[src/rtl/bk_add_seq.sv]
// Multi-word adder sequencer sharing one external 4-bit slice, one nibble at a time.
// Optional build macro ADD_SEQ_CARRY_SKIP_EN skips the carry-injection pass when the carry is 0.
module bk_add_seq #(
  parameter int unsigned NIBBLES = 4
) (
  input  logic                   clk,
  input  logic                   rst_n,
  input  logic                   in_valid,
  output logic                   in_ready,
  input  logic [4*NIBBLES-1:0]   in_a,
  input  logic [4*NIBBLES-1:0]   in_b,
  input  logic                   in_cin,
  output logic                   out_valid,
  input  logic                   out_ready,
  output logic [4*NIBBLES-1:0]   out_sum,
  output logic                   out_cout,
  output logic [3:0]             add_a,
  output logic [3:0]             add_b,
  input  logic [4:0]             add_s
);

  localparam int unsigned W     = 4 * NIBBLES;
  localparam int unsigned IDX_W = (NIBBLES > 1) ? $clog2(NIBBLES) : 1;

  localparam logic [1:0] S_IDLE  = 2'd0;
  localparam logic [1:0] S_ADD   = 2'd1;
  localparam logic [1:0] S_CARRY = 2'd2;
  localparam logic [1:0] S_DONE  = 2'd3;

`ifdef ADD_SEQ_CARRY_SKIP_EN
  localparam bit SKIP_EN = 1'b1;
`else
  localparam bit SKIP_EN = 1'b0;
`endif

  localparam logic [IDX_W-1:0] IDX_LAST = IDX_W'(NIBBLES - 1);

  logic [1:0]       state_q, state_d;
  logic [IDX_W-1:0] idx_q, idx_d;
  logic             cr_q, cr_d;
  logic [3:0]       partial_q, partial_d;
  logic             c1_q, c1_d;
  logic [W-1:0]     a_q, a_d;
  logic [W-1:0]     b_q, b_d;
  logic [W-1:0]     sum_q, sum_d;
  logic             in_ready_q, in_ready_d;
  logic             out_valid_q, out_valid_d;

  always_ff @(posedge clk or negedge rst_n) begin
    if (!rst_n) begin
      state_q     <= S_IDLE;
      idx_q       <= '0;
      cr_q        <= 1'b0;
      partial_q   <= '0;
      c1_q        <= 1'b0;
      a_q         <= '0;
      b_q         <= '0;
      sum_q       <= '0;
      in_ready_q  <= 1'b1;
      out_valid_q <= 1'b0;
    end else begin
      state_q     <= state_d;
      idx_q       <= idx_d;
      cr_q        <= cr_d;
      partial_q   <= partial_d;
      c1_q        <= c1_d;
      a_q         <= a_d;
      b_q         <= b_d;
      sum_q       <= sum_d;
      in_ready_q  <= in_ready_d;
      out_valid_q <= out_valid_d;
    end
  end

  // Next-state: ADD forms the raw nibble sum, CARRY injects the chained carry.
  always_comb begin
    state_d   = state_q;
    idx_d     = idx_q;
    cr_d      = cr_q;
    partial_d = partial_q;
    c1_d      = c1_q;
    a_d       = a_q;
    b_d       = b_q;
    sum_d     = sum_q;
    case (state_q)
      S_IDLE: begin
        if (in_valid) begin
          a_d     = in_a;
          b_d     = in_b;
          cr_d    = in_cin;
          idx_d   = '0;
          state_d = S_ADD;
        end
      end
      S_ADD: begin
        if (SKIP_EN && !cr_q) begin
          sum_d[{idx_q, 2'b00} +: 4] = add_s[3:0];
          cr_d = add_s[4];
          if (idx_q == IDX_LAST) begin
            state_d = S_DONE;
          end else begin
            idx_d   = idx_q + IDX_W'(1);
            state_d = S_ADD;
          end
        end else begin
          partial_d = add_s[3:0];
          c1_d      = add_s[4];
          state_d   = S_CARRY;
        end
      end
      S_CARRY: begin
        sum_d[{idx_q, 2'b00} +: 4] = add_s[3:0];
        cr_d = c1_q | add_s[4];
        if (idx_q == IDX_LAST) begin
          state_d = S_DONE;
        end else begin
          idx_d   = idx_q + IDX_W'(1);
          state_d = S_ADD;
        end
      end
      S_DONE: begin
        if (out_ready) begin
          state_d = S_IDLE;
        end
      end
      default: state_d = S_IDLE;
    endcase
    in_ready_d  = (state_d == S_IDLE);
    out_valid_d = (state_d == S_DONE);
  end

  // Slice operands decode from registered state only.
  always_comb begin
    add_a = 4'h0;
    add_b = 4'h0;
    case (state_q)
      S_ADD: begin
        add_a = a_q[{idx_q, 2'b00} +: 4];
        add_b = b_q[{idx_q, 2'b00} +: 4];
      end
      S_CARRY: begin
        add_a = partial_q;
        add_b = {3'b000, cr_q};
      end
      default: begin
        add_a = 4'h0;
        add_b = 4'h0;
      end
    endcase
  end

  assign in_ready  = in_ready_q;
  assign out_valid = out_valid_q;
  assign out_sum   = sum_q;
  assign out_cout  = cr_q;

endmodule

[config.mk]
export PLATFORM = sky130hd
export DESIGN_NAME = bk_add_seq
export DESIGN_NICKNAME = d
export VERILOG_FILES = /design/src/rtl/bk_add_seq.sv
export SDC_FILE = /design/constraint.sdc
export NUM_CORES = 1
export LEC_CHECK = 0
export CELL_PAD_IN_SITES_DETAIL_PLACEMENT = 1
export CELL_PAD_IN_SITES_GLOBAL_PLACEMENT = 2
export CORE_AREA = 2 2 115 83
export DETAILED_ROUTE_END_ITERATION = 7
export DIE_AREA = 0 0 117 85
export GPL_TIMING_DRIVEN = 0
export PLACE_DENSITY = 0.75
export REMOVE_ABC_BUFFERS = 1
export SYNTH_ARGS = -nofsm -noshare
export SYNTH_HDL_FRONTEND = slang
export SYNTH_SLANG_ARGS = --single-unit
[constraint.sdc]
create_clock -name clk -period 2.45 [get_ports clk]
set_clock_uncertainty 0.05 [all_clocks]
set_input_delay 0.3675 -clock clk [delete_from_list [all_inputs] [get_ports clk]]
set_output_delay 0.3675 -clock clk [all_outputs]
set_load 0.005 [all_outputs]
==> metrics.yaml <==
synth:
  synthCells: 217
  ys.flop_type: "dfrtp_1"
  async_reset_ff_frac: 1.00
  ys_seq_elements: 60
  avgSynthCellArea_um2: 13.2
  synth_edf_count: 0
  ys_types: 34
  yosysSeqAreaShare: 0.525
  netlist_area_um2: 2860
  yosysWarnings: 0
floorplan:
  start_util: 0.322
  ios: 69
  die_x_um: 117
  dieArea_um2: 9950
  die_height_um: 85
  rows: 29
  coreArea_um2: 8890
clock_network:
  clkSlewWorstSetupHoldPaths_ns: 0.05
  cts_tree: "yes"
  h-tree-depth: 3
  cts.path.max_buffers: 2
  ctsRootBufferMaster: "clkbuf_16"
  clkSinkCount: 60
  numCtsBuffers: 9
  clk_latency_ns: 0.32
sta:
  setup_viol: 0
  final_max_slew_viol_count: 0
  whs_ns: 0.0817
  worstMarginPinSlew_ns: 0.783
  final_hold_viol_count: 0
  fin_crit_ns: 2.37
  max_freq_mhz: 422
  fin_crit_sh: 0.968
  maxSlewHeadroom: 0.476
  grt_setup_unrepaired: "false"
routing:
  wl_per_cell_um: 16.8
  route.vias.total: 2032
  wirelength_um: 7260
  drtIter0Drc: 69
  vias_per_cell: 4.71
  drc: 0
  ant_nets: 0
  dr.pass1.iters: 6
cells_and_area:
  diodes: 0
  nets: 354
  drive_above_1_share: 0.316
  final_common_cell: "clkdlybuf4s50_1"
  n_fill_cell: 931
  syn_to_final_growth_pct: 42.4
  multiInputGateArea_um2: 1320
  mostFrequentLayoutCells: "clkdlybuf4s50_1 (60), dfrtp_1 (58), mux2_2 (44)"
  finalNonFillerCells: 431
  regArea_um2: 1510
  stdcell_area_um2: 4080
grt:
  grt_pass1_wl_um: 11300
  grt_start_max_net_pins: 61
  grt_util_all_layers: 0.154
  antenna_found_initial: 0
  overflow: 0
  grt_pass1_vias: 2165
worst_setup_path:
  r2r_slack_ns: 0.31
  reg2reg_to: "out_sum[13]"
  critPathKind: "reg2out"
  reg2regPathDepth: 7
  endpoint: "add_b[2]"
  worstSetupEndpointType: "output port"
  start_kind: "flip-flop"
  r2r-start: "idx_q[0]"
  required_ns: 2.03
  worst_ep_arrival_time_ns: 1.95
  cp_max_fo: 7
  startpoint: "idx_q[0]"
min_path:
  hold_class: "in2async"
status:
  status: "complete, no violations"
place:
  dp_cells: 398
  dp_hpwl_um: 4670
  placed_cell_area_um2: 3620
  place.gp.congestion: 0.701
  io_buffer_count: 68
power:
  power_density_nw_per_um2: 1190
  peakVddDrop_mv: 0.417
  p_leak_uw: 0.00177
run:
  drv_cap: 0
worst min path at each step:
stage / from / endpoint / slack (ns) / cells after the start
floorplan: rst_n / a_q[0] / 0.02 / 0
global placement: out_sum[3] / out_sum[3] / 0.42 / 2
detailed placement: out_sum[2] / out_sum[2] / 0.43 / 2
CTS: rst_n / c1_q / 0.10 / 1
global route: rst_n / out_valid / 0.14 / 1
finish: rst_n / out_valid / 0.08 / 1
where the power goes:
part	switching, uW	leakage, uW	internal (uW)	total, uW
registers	239	0.000740	1420	1660
clock network	425	0.000124	671	1100
logic	869	0.000910	1220	2090
routing by layer:
metal  part of all wire  global-route usage  routed length [um]  vias to the layer above
li1                   -                   -                   -                      952
met1               0.47               0.204                3420                     1027
met2               0.47               0.231                3390                       49
met3              0.057              0.0714                 416                        4
met4             0.0047              0.0385                  34                        0
met5                  0                   0                   0                        -
kinds of logic after synthesis:
logic type | after synthesis | synth area share
mux | 51 | 0.219
flops | 60 | 0.525
simple gates | 51 | 0.106
buf+inv | 15 | 0.0315
fa+ha+maj | 9 | 0.0394
compound gates | 31 | 0.0791
per-stage QoR:
step	TNS [ns]	total power [uW]	utilization	worst slack [ns]
after floorplan	0	2810	-	0.257
after global placement	-72.76	3450	0.407	-1.10
after detailed placement	-8.41	3510	0.407	-0.353
after CTS	-0.0110	4850	0.451	-0.0110
after global routing	0	5180	0.458	0.00801
final	0	4850	0.458	0.0775
timing repair:
action                                  CTS  global route
cloned                                    0             0
setup buffers                            12             6
endpoints found under the setup margin   53             4
pin swaps                                 2             3
gates resized for setup                  22             4
hold buffers                              0             0
cell type report:
| cell class | count | share of cell area |
|---|---|---|
| clock buffers | 10 | 0.0562 |
| clock inverters | 5 | 0.00737 |
| inverters | 4 | 0.00368 |
| multi-input cells | 142 | 0.324 |
| flip-flops and latches | 60 | 0.370 |
| well taps | 124 | 0.0381 |
| repair buffers | 86 | 0.201 |
worst max-delay path, stage by stage (launching register included):
cell and delay (ns):
dfrtp_4 0.50, mux4_2 0.50, and2_1 0.18, clkdlybuf4s50_1 0.45
registers in the layout (all words and copies together), names as in the netlist, 2 cells and up:
signal,count
b_q,16
a_q,16
state_q,2
idx_q,2
out_sum,16
partial_q,4
cells in the mapped netlist, types with 3 or more instances:
cell | instances | area share
dfrtp_1 | 59 | 0.52
mux2_2 | 44 | 0.17
nand2_1 | 20 | 0.026
a22o_1 | 13 | 0.040
ha_1 | 9 | 0.039
o21ai_0 | 8 | 0.014
nand3_1 | 7 | 0.012
a22oi_1 | 6 | 0.016
and3_1 | 4 | 0.0087
buf_4 | 4 | 0.010
inv_1 | 4 | 0.0052
nand2b_1 | 4 | 0.0087
nor2_1 | 4 | 0.0052
buf_2 | 3 | 0.0052
mux2_4 | 3 | 0.016
No activity file was read; power rests on OpenSTA's default activity.
